--- src/rtl/windr2p_pkg.sv ---
// Shared types and constants for the wind-sensor CORDIC scheduler.
// Angles are degrees: CORDIC side Q8.10 (19 bit), result side Q8.7 (16 bit).
package windr2p_pkg;

    localparam int ANG_W = 19;
    localparam int OUT_W = 16;

    localparam logic signed [ANG_W-1:0] ANG_180_Q10 = 19'sh2D000;

    typedef enum logic [2:0] {
        IDLE,
        LOAD,
        RUN,
        FIX,
        OUT
    } state_t;

endpackage

--- src/rtl/windr2p_arb.sv ---
// Channel arbiter: one-hot grant plus id from req_valid.
// WR2P_RR_EN defined: round-robin from last grant + 1; otherwise lowest index wins.
module windr2p_arb
    import windr2p_pkg::*;
#(
    parameter int N_CH = 4,
    parameter int CHW  = 2
) (
    input  logic            clock,
    input  logic            reset_n,
    input  logic [N_CH-1:0] req_valid,
    input  logic            take,
    output logic [N_CH-1:0] grant,
    output logic [CHW-1:0]  grant_id,
    output logic            grant_any
);

    int             start;
    logic [CHW-1:0] idx;

`ifdef WR2P_RR_EN
    logic [CHW-1:0] rr;
    logic           rr_vld;

    // rr_vld keeps the first search after reset starting at channel 0
    always_ff @(posedge clock or negedge reset_n) begin
        if (!reset_n) begin
            rr     <= '0;
            rr_vld <= 1'b0;
        end else if (take && grant_any) begin
            rr     <= grant_id;
            rr_vld <= 1'b1;
        end
    end

    always_comb start = rr_vld ? int'(rr) + 1 : 0;
`else
    logic unused_rr;
    assign unused_rr = ^{clock, reset_n, take};

    always_comb start = 0;
`endif

    always_comb begin
        grant     = '0;
        grant_id  = '0;
        grant_any = 1'b0;
        idx       = '0;
        for (int i = 0; i < N_CH; i++) begin
            idx = CHW'((start + i) % N_CH);
            if (!grant_any && req_valid[idx]) begin
                grant[idx] = 1'b1;
                grant_id   = idx;
                grant_any  = 1'b1;
            end
        end
    end

endmodule

--- src/rtl/windr2p_sched.sv ---
// Time-shares one rec2pol CORDIC between N_CH wind channels: arbitrate, fold X,
// run ITER iterations, quadrant-correct, emit tagged result. Macro: WR2P_RR_EN.
module windr2p_sched
    import windr2p_pkg::*;
#(
    parameter int N_CH = 4,
    parameter int ITER = 16,
    parameter int CHW  = 2
) (
    input  logic                    clock,
    input  logic                    reset_n,
    input  logic [N_CH-1:0]         req_valid,
    output logic [N_CH-1:0]         req_ready,
    input  logic [16*N_CH-1:0]      req_x,
    input  logic [16*N_CH-1:0]      req_y,
    output logic                    res_valid,
    input  logic                    res_ready,
    output logic [CHW-1:0]          res_ch,
    output logic [OUT_W-1:0]        res_angle,
    output logic [15:0]             res_mod,
    output logic                    cdc_start,
    output logic                    cdc_enable,
    output logic [15:0]             cdc_x,
    output logic [15:0]             cdc_y,
    input  logic signed [ANG_W-1:0] cdc_angle,
    input  logic [15:0]             cdc_mod
);

    localparam int CNT_W = $clog2(ITER + 1);

    state_t                  state, state_nx;
    logic [CNT_W-1:0]        cnt;
    logic [N_CH-1:0]         grant;
    logic [CHW-1:0]          gid;
    logic                    gany;
    logic [CHW-1:0]          ch;
    logic                    x_neg, y_neg;
    logic signed [15:0]      x_sel, y_sel;
    logic signed [ANG_W-1:0] a_cor;
    logic                    unused_lsb;

    windr2p_arb #(.N_CH(N_CH), .CHW(CHW)) u_arb (
        .clock     (clock),
        .reset_n   (reset_n),
        .req_valid (req_valid),
        .take      (state == IDLE),
        .grant     (grant),
        .grant_id  (gid),
        .grant_any (gany)
    );

    always_comb begin
        x_sel = req_x[15:0];
        y_sel = req_y[15:0];
        for (int c = 0; c < N_CH; c++) begin
            if (gid == CHW'(c)) begin
                x_sel = req_x[16*c +: 16];
                y_sel = req_y[16*c +: 16];
            end
        end
    end

    // CORDIC only covers the right half-plane; mirror back for negative X
    always_comb begin
        a_cor = cdc_angle;
        if (x_neg)
            a_cor = y_neg ? -ANG_180_Q10 - cdc_angle : ANG_180_Q10 - cdc_angle;
    end
    assign unused_lsb = ^a_cor[2:0];

    always_comb begin
        state_nx   = state;
        req_ready  = '0;
        cdc_start  = 1'b0;
        cdc_enable = 1'b0;
        res_valid  = 1'b0;
        case (state)
            IDLE: if (gany) begin
                req_ready = grant;
                state_nx  = LOAD;
            end
            LOAD: begin
                cdc_start = 1'b1;
                state_nx  = RUN;
            end
            RUN: begin
                cdc_enable = 1'b1;
                if (cnt == CNT_W'(ITER - 1)) state_nx = FIX;
            end
            FIX: state_nx = OUT;
            OUT: begin
                res_valid = 1'b1;
                if (res_ready) state_nx = IDLE;
            end
            default: state_nx = IDLE;
        endcase
    end

    always_ff @(posedge clock or negedge reset_n) begin
        if (!reset_n) begin
            state     <= IDLE;
            cnt       <= '0;
            ch        <= '0;
            x_neg     <= 1'b0;
            y_neg     <= 1'b0;
            cdc_x     <= '0;
            cdc_y     <= '0;
            res_ch    <= '0;
            res_angle <= '0;
            res_mod   <= '0;
        end else begin
            state <= state_nx;
            if (state == IDLE && gany) begin
                ch    <= gid;
                x_neg <= x_sel[15];
                y_neg <= y_sel[15];
                // -32768 has no positive counterpart in 16 bits
                cdc_x <= (x_sel == 16'sh8000) ? 16'sh7fff : (x_sel[15] ? -x_sel : x_sel);
                cdc_y <= y_sel;
            end
            if (state == RUN)
                cnt <= (cnt == CNT_W'(ITER - 1)) ? '0 : cnt + CNT_W'(1);
            if (state == FIX) begin
                res_ch    <= ch;
                res_angle <= a_cor[ANG_W-1:3];
                res_mod   <= cdc_mod;
            end
        end
    end

endmodule

--- config.mk ---
export PLATFORM = sky130hd
export DESIGN_NAME = windr2p_sched
export DESIGN_NICKNAME = d
export VERILOG_FILES = /design/src/rtl/windr2p_pkg.sv /design/src/rtl/windr2p_arb.sv /design/src/rtl/windr2p_sched.sv
export SDC_FILE = /design/constraint.sdc
export NUM_CORES = 1
export LEC_CHECK = 0
export ABC_AREA = 1
export BUFFER_PORTS_ARGS = -buffer_cell sky130_fd_sc_hd__buf_2
export CAP_MARGIN = 20
export CELL_PAD_IN_SITES_DETAIL_PLACEMENT = 0
export CELL_PAD_IN_SITES_GLOBAL_PLACEMENT = 1
export CORE_MARGIN = 5
export CORE_UTILIZATION = 25
export CTS_CLUSTER_SIZE = 16
export DETAILED_ROUTE_END_ITERATION = 8
export GPL_TIMING_DRIVEN = 0
export PLACE_DENSITY = 0.77
export SLEW_MARGIN = 25
export SYNTH_ARGS = -nofsm -noshare
export SYNTH_HDL_FRONTEND = slang
export SYNTH_HIERARCHICAL = 1
export SYNTH_SLANG_ARGS = --single-unit
--- constraint.sdc ---
create_clock -name clock -period 3.53 [get_ports clock]
set_input_delay 0.5295 -clock clock [delete_from_list [all_inputs] [get_ports clock]]
set_output_delay 0.5295 -clock clock [all_outputs]
set_load 0.03 [all_outputs]
Word-level counts from Yosys, hierarchy flattened
Cells that the tools add are included.
Widths: inputs -> output; s select.

operators by class
  add/sub/neg operators = 4
  reduce and logical (&&, ||, !) cells = 9
  eq/ne operators = 12
  mux-type cells = 31

operators by type and width
  cell                    number
  $mux 16                 8
  $mux 19                 2
  $sub 19x19->19 const A  2
  $eq 16x16->1 const B    1
  $neg 16->16             1
  $pmux 3 s5              1
  $mux 3                  4
  $mux 4                  3
  $mux 1                  9
  $eq 3x2->1 const B      2
  $mux 2                  3
  $ne 2x2->1 const B      3
  $add 5x1->5 const B     1
  $eq 5x4->1 const B      1
  $mux 5                  1
  $eq 2x2->1 const B      2
  $logic_and 1x1->1       4
  $eq 3x1->1 const B      1
  $eq 3x3->1 const B      1
  $logic_not 1->1         3
  $logic_not 3->1         1
  $reduce_and 3->1        1
  $eq 2x1->1 const B      1

storage, ports and cells
  register bits after elaboration = 78
  input port bits = 170

Longest topological paths before layout
  word-level depth = 17
  gate-level depth with buffers = 21

Hierarchy
Netlist, hierarchy kept.

by module, submodules not included
  module         cells an instance  area an instance (um^2)  sequential area each (um^2)  instances
  windr2p_sched  797                5242.5                   1926.8                       1
  windr2p_arb    13                 62.6                     0.0                          1

Least setup slack after synthesis
No wires, ideal clock.

  kind = input port to flip-flop
  start point = input port req_valid[1]
  end point = register cdc_x[13]
  required time = 3.457 ns
  arrival = 2.423 ns
  library setup time = 0.073 ns
  slack = 1.034 ns
  stages = 18
  path through = nor2_2 -> nand3_1 -> nand2_1 -> buf_4 -> nand2_2 -> inv_2 -> buf_4 -> nor2_1 -> a21oi_2 -> ha_1 -> nand3_1 -> nor2_2 -> nand2_1 -> nor2_1 -> nand3_2 -> nand2_4 -> inv_4 -> a21boi_2

on the way
  longest elaborated chain between the ends = 15
  elaborated cells between the ends (all ways) = 22

ends and longest elaborated chain
  what                    line                  text
  start: declaration      windr2p_sched.sv:12   input logic [N_CH-1:0] req_valid,
  $logic_and 1x1->1 (*)   windr2p_arb.sv:51     if (!grant_any && req_valid[idx]) begin
  $mux 1                  windr2p_arb.sv:51
  $logic_not 1->1         windr2p_arb.sv:51
  $logic_and 1x1->1       windr2p_arb.sv:51
  $mux 1                  windr2p_arb.sv:51
  $logic_not 1->1         windr2p_arb.sv:51
  $logic_and 1x1->1       windr2p_arb.sv:51
  $mux 2 (*)              windr2p_arb.sv:51
  named net gid[0]        windr2p_sched.sv:34   logic [CHW-1:0] gid;
  $eq 2x1->1              windr2p_sched.sv:56   if (gid == CHW'(c)) begin
  $mux 16 (2 in a row)    windr2p_sched.sv:56
  $mux 16 (*)             windr2p_sched.sv:56
  $neg 16->16             windr2p_sched.sv:118  cdc_x <= (x_sel == 16'sh8000) ? 16'sh7fff : (x_sel[15] ? -x_sel : x_sel);
  $mux 16                 windr2p_sched.sv:118
  $mux 16 (*)             windr2p_sched.sv:118
  end signal: assignment  windr2p_sched.sv:118
  end: declaration        windr2p_sched.sv:23   output logic [15:0] cdc_x,

The timed path passes the listed nets; every way through them passes the cells marked *.
A chain may end at the register's enable or synchronous reset.

Worst setup path in the final report
  start point = input port req_valid[1]
  end point = register cdc_x[0]

The elaborated chain is that of the path after synthesis.

==> results.rst <==
.. list-table::
   :header-rows: 1

   * - Metric
     - Value
   * - Worst setup path start
     - req_valid[1]
   * - Worst VDD drop
     - 0.226 mV
   * - Largest net degree at the start of global routing
     - 55
   * - Die area
     - roughly 0.024 mm²
   * - Worst Path Required
     - ~3.8 ns
   * - Global-route wire length before repair
     - roughly 31000 µm
   * - Number of nets in the finished design
     - ~1200
   * - Placed inst area
     - 0.00689 mm²
   * - Number of vias per cell
     - 4.42
   * - Root buffer cell
     - clkbuf_16
   * - Cell types occupying the most area after synthesis
     - dfrtp_1, nand2_1, nor2_1
   * - CP max FO
     - 10
   * - Count of port buffers added during placement
     - 242
   * - Worst reg2reg path endpoint
     - res_angle[15]
   * - Buffer depth of the longest clock path
     - 2
   * - Worst Reg-to-Reg Cells
     - 13
   * - Ordered list of cells on the worst path
     - buf_2 > nor2_2 > nand3_1 > nand2_1 > buf_4 > nand2_2 > inv_2 > buf_4 > nor2_1 > a21oi_2 > ha_1 > nand3_1 > nor2_2 > nand2_1 > nor2_1 > nand3_2 > nand2_4 > inv_4 > a21boi_1
   * - Max Fclk
     - 371 MHz
   * - Initial antenna violation count
     - 1
   * - Cell count after placement
     - 1328
   * - Most numerous cell in the Yosys netlist
     - nand2_1
   * - Crit Reg-Reg Startpoint
     - cdc_y[15]
   * - Flop and latch count out of synthesis
     - slightly below 80
   * - Final min period
     - 2.69 ns
   * - CP Capture Type
     - flip-flop
   * - GP Congestion
     - 0.891
   * - Number of iterations in the first detailed-routing pass
     - 4
   * - Part of the power in combinational logic
     - 55.7%
   * - Crit path max-delay family
     - simple AND/OR/NAND/NOR gates
   * - Global route overflow
     - 0
   * - Proportion of register bits with asynchronous set or reset after synthesis
     - 100%
   * - DRT iter0 DRCs
     - approximately 250
   * - Post-Syn Area per Cell
     - 6.55 µm²
   * - Post-CTS repair timing setup buffer count
     - 0
   * - Distinct cell type count of the synthesized netlist
     - 34
   * - Library cell with the largest summed area after synthesis
     - dfrtp_1
   * - Final design area excluding fillers
     - 0.00717 mm²
   * - Number of fill cells in the layout
     - 2412
   * - Standard-cell row count
     - between 50 and 60
   * - Number of routed nets with antenna violations
     - 0
   * - GRT Util Overall
     - 15.9%
   * - Worst hold path class
     - in2async
   * - Number of sinks on the clock net
     - 77
   * - Area of the mapped netlist
     - 0.00531 mm²
   * - Count of final max-slew check failures
     - 0
   * - DPL Wire Length
     - 15900 µm
   * - Routed vias
     - 5945
   * - Result of the run
     - complete, no violations
   * - Share of layout cells above drive strength 1
     - between 20 and 30%
   * - Maximum single-stage delay on the critical path
     - 0.26 ns
   * - Number of synthesis warnings
     - 6
   * - Core footprint
     - 0.0210 mm²
   * - Clock power frac
     - 16.4%
   * - Number of hold-repair buffers added at the cts stage
     - 0
   * - Synthesized net count
     - 987
   * - Sequential cell fraction of total power
     - 27.9%
   * - Die height
     - ~160 µm
   * - Clock buffer count from CTS
     - 9
   * - Share of the core filled with cells in the final layout
     - 34.2%
   * - Post_cts resized
     - 0
   * - Clock tree from TritonCTS
     - built
   * - Number of DRC violations after detailed routing
     - 0
   * - Number of global-route vias before repair
     - about 6000
   * - Kind of start point of the critical path
     - input pin
   * - Critical setup path kind
     - in2reg
   * - Sequential element share of the synthesized area
     - approximately 36%
   * - Switching Share
     - 49.7%
   * - EDFF count, synth
     - 0
   * - Power density cells
     - 767 mW/mm²
   * - Setup Viol. Count Final
     - 0
   * - Worst path bufs/invs
     - 5
   * - Final hold violations
     - 0
   * - Tcrit/Tclk final
     - between 70% and 80%
   * - Tightest slew margin relative to the limit
     - 61.5%
   * - I/O pin count
     - 243
   * - Most frequently used flop master after synthesis
     - dfrtp_1
   * - Average routed wire per standard cell
     - 14.5 µm
   * - RSZ-0062 raised after global routing
     - false
   * - Maxcap violations
     - 0
   * - Synth top cells by count
     - nand2_1, nor2_1, dfrtp_1, inv_1
   * - Yosys top cell area share
     - 36.3%
   * - Later-pin clock latency in the skew report
     - 0.35 ns
   * - Slowest stage cell on the critical path
     - ha_1
   * - Net switching power figure
     - between 2 and 3 mW
   * - Worst clock skew
     - 0.00542 ns
   * - Transition time of the tightest slew-check pin
     - 0.578 ns
   * - Depth of the CTS H-tree
     - 3
   * - Clock transition at path regs
     - 0.06 ns
   * - Final Instance Count excl. Fillers
     - 1345
   * - Routed wire length
     - 19500 µm
   * - DIE WIDTH
     - 156 µm
   * - Initial standard-cell utilization of the core
     - 25.3%
   * - Internal
     - between 2 and 3 mW
   * - Crit path DAT
     - approximately 3 ns
   * - Overall Power
     - about 5.5 mW
   * - Setup slack on the worst flop-to-flop path
     - 1.31 ns
   * - Leakage
     - 3.91 nW
   * - Gate Count Post-Synth
     - 810
   * - Area growth from synthesis to layout
     - 35.2%
   * - Final total negative setup slack
     - 0 ns
## cells by family after synthesis
| logic type | after synthesis | share of synthesized area (%) |
|---|---|---|
| AO/OA/AOI/OAI | 117 | 13.1 |
| adder cells (fa/ha/maj) | 7 | 1.65 |
| AND/OR/NAND/NOR | 472 | 36.6 |
| XOR/XNOR | 20 | 3.30 |
| flip-flops | 77 | 36.3 |
| buffers and inverters | 117 | 9.10 |
## layer usage
layer  part of all wire, %  wire, µm  global-route usage, %
met5                     0         0                      0
met4                   1.5       292                   4.54
met3                   8.2      1600                   4.13
met2                    46      9070                   26.4
met1                    44      8570                   20.6
## worst max-delay path by stage
stage,end,slack (ns),cells after the start
2_1_floorplan,cdc_x[13],1.03,18
3_3_place_gp,cdc_x[1],0.47,19
3_5_place_dp,cdc_x[5],0.46,19
4_1_cts,cdc_x[0],0.82,19
5_1_grt,cdc_x[3],0.53,19
6_report,cdc_x[0],0.84,19
## cell usage in the layout, fill, tap and decap left out, drive strengths merged
cell type / Yosys / layout
nand2: 260 / 260
buf: 17 / 260
nor2: 133 / 133
inv: 80 / 80
dfrtp: 77 / 77
o21ai: 59 / 59
nand3: 54 / 54
clkbuf: 20 / 30
a21oi: 21 / 21
a31oi: 17 / 17
xor2: 16 / 16
or2: 14 / 14
a21boi: 8 / 8
ha: 7 / 7
nor3: 6 / 6
xnor2: 4 / 4
o21a: 4 / 4
clkinv: 0 / 4
o211ai: 3 / 3
nand4: 3 / 3
o22ai: 2 / 2
nand3b: 2 / 2
clkinvlp: 0 / 2
diode: 0 / 1
a211oi: 1 / 1
a22o: 1 / 1
o21bai: 1 / 1
## cell type report
type / count / area, µm² / share of cell area (%)
Antenna cell: 1 / 2.50 / 0.0349
Buffer: 37 / 180 / 2.51
Clock buffer: 10 / 239 / 3.33
Clock inverter: 6 / 38.8 / 0.541
Inverter: 80 / 303 / 4.22
Multi-Input combinational cell: 616 / 2900 / 40.4
Sequential cell: 77 / 1930 / 26.9
Tap cell: 275 / 344 / 4.80
Timing Repair Buffer: 243 / 1240 / 17.4
## power by group through the flow
stage / Sequential, mW / Clock, mW / Combinational, mW
3_3_place_gp: 1.53 / 0 / 3.10
4_1_cts: 1.54 / 0.933 / 3.13
6_report: 1.54 / 0.902 / 3.07
2_1_floorplan: 2.23 / 0 / 1.41
5_1_grt: 1.59 / 0.970 / 3.42
3_5_place_dp: 1.55 / 0 / 3.12
## worst register-to-register path, stage by stage, from the launching register on
cell     delay (ns)
dfrtp_1        0.49
inv_1          0.17
ha_1           0.37
inv_1          0.09
o21ai_0        0.27
nand3_1        0.11
nand2_1        0.10
a21oi_1        0.05
nand2_1        0.09
xor2_1         0.14
nand2_1        0.07
nand2_1        0.09
nand2_1        0.06
nand2_1        0.07
## flip-flops by register name, summed over array words and instances, names as in the netlist
signal	flops
cdc_x	16
cdc_y	16
res_angle	16
res_mod	16
cnt	5
state	3
ch	2
res_ch	2
x_neg	1
## stage by stage
step / worst slack, ns / hold WS, ns
4_1_cts: 0.821 / 0.0354
5_1_grt: 0.535 / 0.0412
3_3_place_gp: 0.465 / 0.449
6_report: 0.835 / 0.0363
2_1_floorplan: 1.03 / 0.234
3_5_place_dp: 0.458 / 0.409
No activity file was read; power rests on OpenSTA's default activity.
